### src/rtl/phase_seq_pkg.sv
// Shared definitions for the phase sequencer.
//   state_t    : one-hot phase encoding; bit order matches {s3, s2, s1, sIDLE}
//   DEF_CNT_W  : default width of the per-phase dwell counts
//   DEF_LOOP_W : default width of the pass count / loop index
package phase_seq_pkg;

  localparam int DEF_CNT_W  = 8;
  localparam int DEF_LOOP_W = 4;

  typedef enum logic [3:0] {
    ST_IDLE = 4'b0001,
    ST_S1   = 4'b0010,
    ST_S2   = 4'b0100,
    ST_S3   = 4'b1000
  } state_t;

endpackage

### src/rtl/phase_sequencer_dwell_counter.sv
// Loadable down-counter timing how long the sequencer stays in a phase.
// Ports:
//   clk      : clock, rising edge
//   rst      : synchronous active-high reset (count -> 0)
//   load     : load load_val (takes effect on the next edge)
//   clear    : force count to 0 (priority over load)
//   load_val : dwell length in cycles, must already be >= 1
//   expired  : high during the last cycle of the dwell
module dwell_counter
  import phase_seq_pkg::*;
#(
  parameter int CNT_W = DEF_CNT_W
) (
  input  logic             clk,
  input  logic             rst,
  input  logic             load,
  input  logic             clear,
  input  logic [CNT_W-1:0] load_val,
  output logic             expired
);

  localparam logic [CNT_W-1:0] CNT_ONE = {{(CNT_W-1){1'b0}}, 1'b1};

  logic [CNT_W-1:0] cnt_reg;

  // A loaded value N means the phase lasts N cycles: the count walks
  // N, N-1, ..., 1 and the cycle showing 1 is the last one. The counter
  // stops at 0, so an idle counter never wraps.
  always_ff @(posedge clk) begin
    if (rst) begin
      cnt_reg <= '0;
    end else if (clear) begin
      cnt_reg <= '0;
    end else if (load) begin
      cnt_reg <= load_val;
    end else if (cnt_reg != '0) begin
      cnt_reg <= cnt_reg - CNT_ONE;
    end
  end

  assign expired = (cnt_reg == CNT_ONE);

endmodule

### src/rtl/phase_sequencer.sv
// Four-phase one-hot sequencer IDLE -> S1 -> S2 -> S3 (-> S1 ...) -> IDLE.
// Ports:
//   clk, rst              : clock and synchronous active-high reset
//   start                 : begin a sequence (accepted only in IDLE)
//   abort                 : return to IDLE on the next edge
//   dwell1/dwell2/dwell3  : cycles per phase (0 behaves as 1), latched at start
//   loops                 : number of S1-S2-S3 passes (0 behaves as 1), latched
//   sIDLE/s1/s2/s3        : registered one-hot phase indicators
//   busy                  : high whenever not in IDLE
//   done                  : one-cycle pulse in the first IDLE cycle after a
//                           normally completed sequence
//   loop_cnt              : 0-based index of the current pass
module phase_sequencer
  import phase_seq_pkg::*;
#(
  parameter int CNT_W  = DEF_CNT_W,
  parameter int LOOP_W = DEF_LOOP_W
) (
  input  logic              clk,
  input  logic              rst,
  input  logic              start,
  input  logic              abort,
  input  logic [CNT_W-1:0]  dwell1,
  input  logic [CNT_W-1:0]  dwell2,
  input  logic [CNT_W-1:0]  dwell3,
  input  logic [LOOP_W-1:0] loops,
  output logic              sIDLE,
  output logic              s1,
  output logic              s2,
  output logic              s3,
  output logic              busy,
  output logic              done,
  output logic [LOOP_W-1:0] loop_cnt
);

  localparam logic [CNT_W-1:0]  CNT_ONE  = {{(CNT_W-1){1'b0}}, 1'b1};
  localparam logic [LOOP_W-1:0] LOOP_ONE = {{(LOOP_W-1){1'b0}}, 1'b1};
  localparam logic [LOOP_W:0]   LOOP_INC = {{LOOP_W{1'b0}}, 1'b1};

  state_t            state_reg, state_next;
  logic              busy_reg, busy_next;
  logic              done_reg, done_next;
  logic [LOOP_W-1:0] loop_cnt_reg, loop_cnt_next;

  // Sequence parameters captured at the accepted start, already zero-fixed.
  logic [CNT_W-1:0]  d1_reg, d2_reg, d3_reg;
  logic [LOOP_W-1:0] loops_reg;

  logic [CNT_W-1:0]  d1_fix, d2_fix, d3_fix;
  logic [LOOP_W-1:0] loops_fix;
  logic              accept;
  logic              last_pass;

  logic              cnt_load, cnt_clear, cnt_expired;
  logic [CNT_W-1:0]  cnt_val;

  assign d1_fix    = (dwell1 == '0) ? CNT_ONE : dwell1;
  assign d2_fix    = (dwell2 == '0) ? CNT_ONE : dwell2;
  assign d3_fix    = (dwell3 == '0) ? CNT_ONE : dwell3;
  assign loops_fix = (loops == '0) ? LOOP_ONE : loops;

  // Extra bit so loop_cnt+1 cannot overflow at the widest pass count.
  assign last_pass = (({1'b0, loop_cnt_reg} + LOOP_INC) >= {1'b0, loops_reg});

  dwell_counter #(
    .CNT_W (CNT_W)
  ) u_dwell (
    .clk      (clk),
    .rst      (rst),
    .load     (cnt_load),
    .clear    (cnt_clear),
    .load_val (cnt_val),
    .expired  (cnt_expired)
  );

  always_comb begin
    state_next    = state_reg;
    loop_cnt_next = loop_cnt_reg;
    done_next     = 1'b0;
    cnt_load      = 1'b0;
    cnt_clear     = 1'b0;
    cnt_val       = d1_reg;
    accept        = 1'b0;

    case (state_reg)
      ST_IDLE: begin
        // abort beats start; the latched copies are not valid yet, so the
        // first dwell comes straight from the inputs.
        if (start && !abort) begin
          accept     = 1'b1;
          state_next = ST_S1;
          cnt_load   = 1'b1;
          cnt_val    = d1_fix;
        end
      end
      ST_S1: begin
        if (abort) begin
          state_next    = ST_IDLE;
          loop_cnt_next = '0;
          cnt_clear     = 1'b1;
        end else if (cnt_expired) begin
          state_next = ST_S2;
          cnt_load   = 1'b1;
          cnt_val    = d2_reg;
        end
      end
      ST_S2: begin
        if (abort) begin
          state_next    = ST_IDLE;
          loop_cnt_next = '0;
          cnt_clear     = 1'b1;
        end else if (cnt_expired) begin
          state_next = ST_S3;
          cnt_load   = 1'b1;
          cnt_val    = d3_reg;
        end
      end
      ST_S3: begin
        if (abort) begin
          state_next    = ST_IDLE;
          loop_cnt_next = '0;
          cnt_clear     = 1'b1;
        end else if (cnt_expired) begin
          if (last_pass) begin
            state_next    = ST_IDLE;
            loop_cnt_next = '0;
            done_next     = 1'b1;
            cnt_clear     = 1'b1;
          end else begin
            state_next    = ST_S1;
            loop_cnt_next = loop_cnt_reg + LOOP_ONE;
            cnt_load      = 1'b1;
            cnt_val       = d1_reg;
          end
        end
      end
      default: begin
        // Any non-one-hot pattern falls back to a clean IDLE.
        state_next    = ST_IDLE;
        loop_cnt_next = '0;
        cnt_clear     = 1'b1;
      end
    endcase

    busy_next = (state_next != ST_IDLE);
  end

  always_ff @(posedge clk) begin
    if (rst) begin
      state_reg    <= ST_IDLE;
      busy_reg     <= 1'b0;
      done_reg     <= 1'b0;
      loop_cnt_reg <= '0;
      d1_reg       <= '0;
      d2_reg       <= '0;
      d3_reg       <= '0;
      loops_reg    <= '0;
    end else begin
      state_reg    <= state_next;
      busy_reg     <= busy_next;
      done_reg     <= done_next;
      loop_cnt_reg <= loop_cnt_next;
      if (accept) begin
        d1_reg    <= d1_fix;
        d2_reg    <= d2_fix;
        d3_reg    <= d3_fix;
        loops_reg <= loops_fix;
      end
    end
  end

  // Phase indicators are the state register bits themselves.
  assign sIDLE    = state_reg[0];
  assign s1       = state_reg[1];
  assign s2       = state_reg[2];
  assign s3       = state_reg[3];
  assign busy     = busy_reg;
  assign done     = done_reg;
  assign loop_cnt = loop_cnt_reg;

endmodule

### config.mk
export PLATFORM = sky130hd
export DESIGN_NAME = phase_sequencer
export DESIGN_NICKNAME = d
export VERILOG_FILES = /design/src/rtl/phase_seq_pkg.sv /design/src/rtl/phase_sequencer_dwell_counter.sv /design/src/rtl/phase_sequencer.sv
export SDC_FILE = /design/constraint.sdc
export NUM_CORES = 1
export LEC_CHECK = 0
export ABC_AREA = 1
export BUFFER_PORTS_ARGS = -buffer_cell sky130_fd_sc_hd__buf_2
export CELL_PAD_IN_SITES_DETAIL_PLACEMENT = 0
export CELL_PAD_IN_SITES_GLOBAL_PLACEMENT = 2
export CORE_ASPECT_RATIO = 1.5
export CORE_MARGIN = 2
export CORE_UTILIZATION = 28
export DETAILED_ROUTE_END_ITERATION = 6
export GPL_ROUTABILITY_DRIVEN = 0
export PLACE_DENSITY_LB_ADDON = 0.08
export REMOVE_ABC_BUFFERS = 1
export SETUP_SLACK_MARGIN = 0.02
export SLEW_MARGIN = 20
export SYNTH_ARGS = -nofsm -noshare
export SYNTH_HDL_FRONTEND = slang
export SYNTH_HIERARCHICAL = 1
export SYNTH_SLANG_ARGS = --single-unit
### constraint.sdc
create_clock -name clk -period 2.4 [get_ports clk]
set_input_delay 0.12 -clock clk [delete_from_list [all_inputs] [get_ports clk]]
set_output_delay 0.12 -clock clk [all_outputs]
set_load 0.01 [all_outputs]
# [Yosys cells after proc, flatten, opt, wreduce, memory -nomap -nowiden]
# Index checks and enable logic that the tools add are counted.
# Widths: inputs -> output; s select.
[totals] ff_bits=46 latchBits=0 ramBits=0 rom_bits=0 input_bits=32 elab_cells=74 n_memories=0
[classes] n_addsub=3 mul=0 div=0 order_cmp=1 n_eq_ne=8 shift=0 mux=39 n_bitwise=2 n_reduce_logical=12
[ops] cell="$mux 8" count=10
[ops] cell="$mux 4" count=12
[ops] cell="$logic_not 8->1" count=3
[ops] cell="$pmux 8 s3" count=1
[ops] cell="$pmux 4 s4" count=1
[ops] cell="$pmux 4 s3" count=1
[ops] cell="$mux 1" count=11
[ops] cell="$eq 8x1->1 const B" count=1
[ops] cell="$reduce_bool 8->1" count=1
[ops] cell="$sub 8x1->8 const B" count=1
[ops] cell="$pmux 1 s3" count=2
[ops] cell="$add 4x1->5 const B" count=1
[ops] cell="$ge 5x4->1" count=1
[ops] cell="$add 4x1->4 const B" count=1
[ops] cell="$eq 4x1->1 const B" count=1
[ops] cell="$eq 4x2->1 const B" count=1
[ops] cell="$eq 4x3->1 const B" count=1
[ops] cell="$eq 4x4->1 const B" count=1
[ops] cell="$logic_not 4->1" count=1
[ops] cell="$ne 4x1->1 const B" count=1
[ops] cell="$reduce_or 2->1" count=2
[ops] cell="$ne 3x3->1 const B" count=1
[ops] cell="$reduce_and 3->1" count=1
[ops] cell="$reduce_or 3->1" count=1
[ops] cell="6 further kinds" count=7

# [Longest topological paths before layout]
# Gate-level depths: netlist of the first run.
[depth] word_depth=7 ltp_mapped=21

# [Modules after synthesis]
# Netlist of the first run, hierarchy kept.
[by_module_without_submodules] module="phase_sequencer" n_inst=1 cells_each=310 area_per_inst_um2=2119.5
[by_module_without_submodules] module="dwell_counter" n_inst=1 cells_each=85 area_per_inst_um2=570.5

# [Worst setup path after synthesis of the first run]
# Ideal clock, no wire load.
[synth_path] path_kind="flip-flop to flip-flop" start="register loop_cnt_reg[0], in the netlist loop_cnt[0]" end="register u_dwell.cnt_reg[5]" arrival_ns=2.266 t_required_ns=2.280 path_slack_ns=0.014 path_stages_with_launch=19 n_path_buf=1 period_less_slack_ns=2.386 cell_sequence="dfxtp_1 > ha_1 > xnor2_1 > inv_1 > ha_1 > nand2_1 > inv_1 > nand2_1 > nand2_1 > nand2_1 > nand2_1 > nor2_1 > nand2_1 > nand2_1 > buf_6 > inv_8 > or2_2 > nand3_1 > a21oi_1"
[synth_via] elab_chain_cells=7 elab_cells_between_ends=13
[synth_lines] element="start, declared" line_no="phase_sequencer.sv:43" text="logic [LOOP_W-1:0] loop_cnt_reg, loop_cnt_next;"
[synth_lines] element="start signal, assigned" line_no="phase_sequencer.sv:162" text="loop_cnt_reg <= loop_cnt_next;"
[synth_lines] element="$add 4x1->5 *" line_no="phase_sequencer.sv:63" text="assign last_pass = (({1'b0, loop_cnt_reg} + LOOP_INC) >= {1'b0, loops_reg});"
[synth_lines] element="$ge 5x4->1 *" line_no="phase_sequencer.sv:63"
[synth_lines] element="$mux 1 *" line_no="phase_sequencer.sv:124" text="if (last_pass) begin"
[synth_lines] element="$mux 1 *" line_no="phase_sequencer.sv:123" text="end else if (cnt_expired) begin"
[synth_lines] element="$mux 1 *" line_no="phase_sequencer.sv:119" text="if (abort) begin"
[synth_lines] element="$pmux 1 s3 *" line_no="phase_sequencer.sv:85" text="case (state_reg)"
[synth_lines] element="via cnt_load" line_no="phase_sequencer.sv:54" text="logic cnt_load, cnt_clear, cnt_expired;"
[synth_lines] element="$mux 8 or $reduce_bool 2->1 (tied branches)"
[synth_lines] element="end signal, assigned" line_no="phase_sequencer_dwell_counter.sv:35" text="cnt_reg <= load_val;"
[synth_lines] element="end signal, assigned" line_no="phase_sequencer_dwell_counter.sv:37" text="cnt_reg <= cnt_reg - CNT_ONE;"
[synth_lines] element="end, declared" line_no="phase_sequencer_dwell_counter.sv:24" text="logic [CNT_W-1:0] cnt_reg;"
# The timed path passes the listed nets; every way through them passes the cells marked *.
# A chain may end at the register's enable or synchronous reset.

# [Final worst setup path of the first run]
[layout_path] start="register loop_cnt_reg[0], in the netlist loop_cnt[0]" end="register u_dwell.cnt_reg[1]"
# Same word-level chain as after synthesis.

==> summary.md, run 1 <==
| Metric | Value |
|---|---|
| Outcome | finished clean |
| First-pass GRT wire length | 12600 µm |
| Sw frac | 38.7% |
| Via density | 4.62 |
| Synthesis-stage register bit count | 46 |
| Clock sink total | 46 |
| Max VDD drop | 0.385 mV |
| Combinational share of power | 39.6% |
| Vias in the first global route | 2527 |
| Worst Hold Path Cells | 3 |
| Final period utilization | 92.3% |
| Largest family of logic cells by synthesized area | simple AND/OR/NAND/NOR gates |
| Ys flop type | dfxtp_1 |
| Global Route Usage Sum | 15.5% |
| Max Cap Viol | 0 |
| Routed WL | 7510 µm |
| RSZ-0062 raised after global routing | false |
| Worst Setup Start Kind | flip-flop |
| Drt pass-1 iters | 5 |
| Fin crit period | 2220 ps |
| Syn_area_per_cell | 6.81 µm² |
| Remaining antenna violation count | 0 |
| Die Ht | 124 µm |
| Detailed-route wire length per cell | 13.3 µm |
| Initial antenna violation count | 0 |
| Arr. time, crit path | 2400 ps |
| Initial core utilization | 28.9% |
| TritonCTS clock tree | built |
| Psw | 0.00107 W |
| Final net count | 490 |
| Layout Cells excl Fill | 563 |
| Pin count of the biggest net entering global routing | 45 |
| Clk pwr share | 26.1% |
| Final Hold Viols | 0 |
| WP data required | 2590 ps |
| IO buf count | 41 |
| Slew @ Worst Pin | 658 ps |
| Cell internal pwr | 0.00169 W |
| Core Rows | 43 |
| Die X | 84.0 µm |
| Synth Area in Compound Gates | 17.7% |
| Total gr overflow | 0 |
| Most common cell after layout, fill and taps aside | nand2_1 |
| Max Slew Vio Count | 0 |
| Synth Area in XOR/XNOR | 0.326% |
| Syn-to-layout area delta | 21.8% |
| Register area share after synthesis | 34.2% |
| Area after DPL | 0.00304 mm² |
| Crit-path max cell delay | 310 ps |
| Layout cells sized above 1 | 23.9% |
| Worst-case reg-to-reg path depth | 19 |
| Cts hold-fix bufs | 0 |
| Slowest CP cell | dfxtp_1 |
| Most frequent cells in the layout | 88 x nand2_1, 48 x inv_1, 46 x dfxtp_1 |
| Clock-pin slew on the worst setup and hold paths | 70 ps |
| H-tree lvl count | 2 |
| Yosys cell types | 33 |
| Synth Cell Area | 0.00269 mm² |
| Seq pwr share | 34.3% |
| Ys Warns | 6 |
| Finished Cell Area | 0.00328 mm² |
| Hpwl dp | 5820 µm |
| Worst path cell trace | ha_2 > xnor2_2 > inv_1 > ha_4 > nand2_1 > inv_1 > nand2_1 > nand2_1 > nand2_2 > nand2_2 > nor2_4 > nand2_2 > nand2_4 > inv_8 > nand2_4 > nor2_4 > nand2_4 > o21ai_1 > nor2_1 |
| IO Count | 42 |
| Crit Path Category | reg -> reg |
| Slew margin rel. | 56.1% |
| Synth Area in Adders | 3.72% |
| Initial DRC count | 92 |
| Post-route DRC violation count | 0 |
| Worst skew pair latency | 290 ps |
| Inserted Clock Buffers | 5 |
| Hold Path Class | in -> reg |
| Cells after Synth | 395 |
| Critical path peak fanout | 7 |
| Max Freq | 451 MHz |
| CP Capture Type | flip-flop |
| Clock Tree Root | clkbuf_16 |
| Pwr per Cell Area | 841 mW/mm² |
| Placed cells | 552 |
| N_diodes | 0 |
| Core ar. | 0.00931 mm² |
| Clock buffer depth | 2 |
| Levels on crit path | 19 |
| DR vias | 2602 |
| Hold Slack | 65.6 ps |
| Post-route clock skew | 5.42 ps |
| Multiplexer share of the synthesized area | 0% |
| Die Area | 0.0104 mm² |
| Synth Area in Simple Gates | 31.6% |
| Asr flop ratio synth | 0% |
| Final setup viols | 0 |
| Crit path max-delay family | simple AND/OR/NAND/NOR gates |
| CP Buf/Inv Count | 3 |
| P_leak | 1.50 nW |
| Number of flops mapped to enable cells by yosys | 0 |
per-layer routing:
| layer | vias to the layer above | part of all wire [%] | track usage [%] |
|---|---|---|---|
| li1 | 1387 | - | - |
| met3 | 10 | 3.3 | 2.25 |
| met4 | 0 | 2.2 | 6.05 |
| met2 | 49 | 50 | 28.4 |
| met5 | - | 0 | 0 |
| met1 | 1156 | 44 | 18.2 |
through the flow:
step                      setup WS (ps)  power [W]  TNS [ps]  util (%)
after global routing               15.2    0.00302         0      35.2
after CTS                          19.6    0.00276         0      34.4
after floorplan                   -87.0    0.00170      -394         -
final                               185    0.00276         0      35.2
after global placement             21.9    0.00202         0      32.7
after detailed placement          -51.4    0.00202      -185      32.7
timing repair:
action | in CTS | in global routing
pin swaps | 0 | 5
endpoints found under the setup margin | 8 | 8
setup buffers | 0 | 3
gates resized for setup | 2 | 13
logic make-up after synthesis:
| family | count (synthesis) |
|---|---|
| AO/OA/AOI/OAI | 92 |
| XOR/XNOR | 1 |
| adder cells (fa/ha/maj) | 8 |
| buffers and inverters | 68 |
| flip-flops | 46 |
| AND/OR/NAND/NOR | 180 |
path summary, 6_finish.rpt:
kind / from / endpoint / slack, ps
min: dwell3[0] / d3_reg[0] / 70
max reg2reg: loop_cnt[0] / u_dwell/cnt_reg[1] / 180
max: loop_cnt[0] / u_dwell/cnt_reg[1] / 180
min reg2reg: d3_reg[5] / d3_reg[5] / 450
cell type report:
cell class	count	area, µm²
Multi-Input combinational cell	281	1490
Fill cell	1049	6030
Clock inverter	2	12.5
Tap cell	112	140
Inverter	56	223
Timing Repair Buffer	60	352
Clock buffer	6	139
Sequential cell	46	921
worst reg2reg max path: stages (launching register included):
cell,delay [ps]
dfxtp_1,310
ha_2,200
xnor2_2,160
inv_1,90
ha_4,270
nand2_1,50
inv_1,40
nand2_1,40
nand2_1,60
nand2_2,80
nand2_2,100
nor2_4,50
nand2_2,80
nand2_4,80
inv_8,70
nand2_4,40
nor2_4,110
nand2_4,80
o21ai_1,140
nor2_1,50
synthesized netlist by cell type, types with 4 or more instances:
cell     number  area [µm²]
inv_1        48         180
ha_1          8         100
nand3_1      13        65.1
nand4_1      11        68.8
nor2_1       37         139
buf_6         9         101
a21oi_1      45         225
inv_2         4        15.0
o21ai_1       5        25.0
nand2_2       5        31.3
nand2_1      92         345
dfxtp_1      46         921
o21ai_0      37         185
power by group through the flow:
stage               Sequential, W  Combinational, W  Clock (W)
finish                   0.000944           0.00109   0.000720
global route             0.000961           0.00127   0.000788
CTS                      0.000944           0.00106   0.000747
detailed placement       0.000961           0.00106          0
global placement         0.000959           0.00106          0
floorplan                0.000953          0.000751          0
(Power assumes the default switching activity.)
==> run 2, diff against run 1 <==
ABC_AREA = not set   (was 1)
CORE_MARGIN = not set   (was 2)
CORE_UTILIZATION = 32   (was 28)
clock period = 2.05 ns   (was 2.4 ns; I/O delays follow)
==> summary.md, run 2 <==
| Metric | Value |
|---|---|
| Global Route Usage Sum | 17.6% |
| Final Hold Viols | 0 |
| Max Cap Viol | 0 |
| IO Count | 42 |
| Synth Area in Adders | 4.25% |
| First-pass GRT wire length | 10700 µm |
| Arr. time, crit path | 2590 ps |
| Initial DRC count | 125 |
| Final period utilization | 118% |
| Most common cell after layout, fill and taps aside | nand2_1 |
| Via density | 4.85 |
| Pin count of the biggest net entering global routing | 22 |
| R2r setup slk | -380 ps |
| Vias in the first global route | 2280 |
| Synth Area in Simple Gates | 30.5% |
| Fin crit period | 2430 ps |
| H-tree lvl count | 2 |
| N_diodes | 0 |
| Pwr per Cell Area | 808 mW/mm² |
| Die X | 72.1 µm |
| Total gr overflow | 0 |
| Ys Warns | 6 |
| Worst Hold End | d3_reg[0] |
| Detailed-route wire length per cell | 13.2 µm |
| Post-route clock skew | 10.8 ps |
| Origin of the critical flop-to-flop path | u_dwell/cnt_reg[3] |
| P_leak | 1.40 nW |
| Worst skew pair latency | 300 ps |
| Max Freq | 412 MHz |
| IO buf count | 41 |
| Most numerous cell in the Yosys netlist | nand2_1 |
| Slew margin rel. | 62.1% |
| Die Area | 0.00772 mm² |
| Clock-pin slew on the worst setup and hold paths | 100 ps |
| WP data required | 2210 ps |
| Core ar. | 0.00718 mm² |
| Synth Area in XOR/XNOR | 2.60% |
| Max VDD drop | 0.402 mV |
| Routed WL | 6460 µm |
| R2R Path End | u_dwell/cnt_reg[1] |
| Initial antenna violation count | 0 |
| Worst Setup Start Kind | flip-flop |
| Synth Cell Area | 0.00236 mm² |
| Asr flop ratio synth | 0% |
| Clock buffer depth | 2 |
| CP Capture Type | flip-flop |
| Synth area leader | dfxtp_1 |
| Ys flop type | dfxtp_1 |
| Post-synth top area share | 39.1% |
| Worst Hold Path Cells | 3 |
| Failing checks | setup timing |
| Synth Area in Compound Gates | 19.2% |
| Worst path cell trace | or4_4 > nor4b_4 > buf_4 > o32a_1 > o211ai_2 > o21ai_1 > buf_4 > inv_2 > nand4_1 > mux2i_1 > nor3_1 |
| Largest family of logic cells by synthesized area | simple AND/OR/NAND/NOR gates |
| Final net count | 427 |
| Min-delay src | dwell3[0] |
| Cts hold-fix bufs | 0 |
| Worst Setup SP | u_dwell/cnt_reg[3] |
| Synth area leaders | dfxtp_1 39%, nand2_1 11%, a21oi_1 6.8% |
| Worst-case reg-to-reg path depth | 11 |
| Layout cells sized above 1 | 36.9% |
| Syn_area_per_cell | 7.91 µm² |
| Final setup margin | -376 ps |
| Outcome | complete, but fails checks |
| Inserted Clock Buffers | 5 |
| Max Slew Vio Count | 0 |
| Yosys cell types | 49 |
| Clock sink total | 46 |
| Die Ht | 107 µm |
| Hold Path Class | in -> reg |
| Cells after Synth | 298 |
| Most used cell, CP | buf_4 |
| Crit Path Category | reg -> reg |
| Syn-to-layout area delta | 42.4% |
| Layout Cells excl Fill | 488 |
| Post-route DRC violation count | 0 |
| Worst slack, placed | -511 ps |
| RSZ-0062 raised after global routing | true |
| Placed cells | 476 |
| DR vias | 2367 |
| Initial core utilization | 32.8% |
| Clock Tree Root | clkbuf_8 |
| Slew @ Worst Pin | 563 ps |
| Number of flops mapped to enable cells by yosys | 0 |
| Slowest CP cell | or4_4 |
| Commonest cells in the synthesized netlist | 66 x nand2_1, 46 x dfxtp_1, 32 x a21oi_1, 22 x nor2_1, 13 x nand3_1 |
| Critical path peak fanout | 4 |
| Most frequent cells in the layout | 63 x nand2_1, 51 x buf_4, 42 x dfxtp_1 |
| Remaining antenna violation count | 0 |
| Fin util | 46.8% |
| Core Rows | 38 |
| Crit-path max cell delay | 550 ps |
| TritonCTS clock tree | built |
| Multiplexer share of the synthesized area | 0.849% |
| Register area share after synthesis | 39.1% |
| Hpwl dp | 4950 µm |
| Tot Pwr | 0.00271 W |
| Synthesis-stage register bit count | 46 |
| Final setup viols | 12 |
| Drt pass-1 iters | 4 |
[run 2: cell types whose count changed after synthesis, sizes merged, moves of 8 or more]
cell / previous run / this run
inv: 54 / 7
nor3: 4 / 12
nand4: 11 / 1
nand2: 100 / 66
o21ai: 42 / 5
a21oi: 45 / 32
nor2: 43 / 23
[run 2: worst max path at each step]
| stage | to | depth (start not counted) |
|---|---|---|
| 2_1_floorplan | u_dwell/cnt_reg[0] | 9 |
| 3_3_place_gp | u_dwell/cnt_reg[5] | 11 |
| 3_5_place_dp | u_dwell/cnt_reg[6] | 11 |
| 4_1_cts | u_dwell/cnt_reg[1] | 11 |
| 5_1_grt | u_dwell/cnt_reg[1] | 11 |
| 6_report | u_dwell/cnt_reg[1] | 11 |
[run 2: timing repair]
| item | 4_1_cts | 5_1_grt |
|---|---|---|
| buffers inserted | 2 | 3 |
| setup endpoints to repair | 18 | 18 |
| pin swaps | 10 | 8 |
| resized for setup | 23 | 20 |
[run 2: critical path, delay by kind of cell, from the launching register on]
family | cells | cell delay [ps]
muxes | 1 | 210
DFF | 1 | 330
and+or+nand+nor | 4 | 1050
buffers and inverters | 3 | 330
AOI/OAI and AO/OA | 3 | 350
[run 2: through the flow]
step           instance area, µm²  hold slack [ps]  TNS (ps)
4_1_cts                      3250             27.6     -3360
3_5_place_dp                 3020              339     -5090
6_report                     3360             38.5     -3280
3_3_place_gp                 3020              336     -5230
2_1_floorplan                2300              172    -11860
5_1_grt                      3360             42.9     -5060
[run 2: kinds of logic after synthesis]
group / after synthesis
xor+xnor: 7
mux: 2
buf+inv: 20
flops: 46
fa+ha+maj: 8
compound gates: 70
simple gates: 145
[run 2: final cells by class]
class,count,area (µm²)
flip-flops and latches,46,928
clock inverters,1,8.76
clock buffers,7,96.3
repair buffers,95,639
well taps,100,125
multi-input cells,232,1530
inverters,7,26.3
fillers,762,3820
[run 2: report_power, final]
part	internal (W)	switching (W)	total [W]
logic	0.000523	0.000519	0.00104
registers	0.000988	0.0000589	0.00105
clock network	0.000309	0.000313	0.000623
total	0.00182	0.000892	0.00271
[run 2: metal layers]
layer | track usage, % | routed length, µm | vias to the layer above
met3 | 2.63 | 183 | 6
met5 | 0 | 0 | -
met1 | 23.1 | 2990 | 1090
met2 | 30.0 | 3220 | 42
li1 | - | - | 1229
met4 | 4.20 | 66 | 0
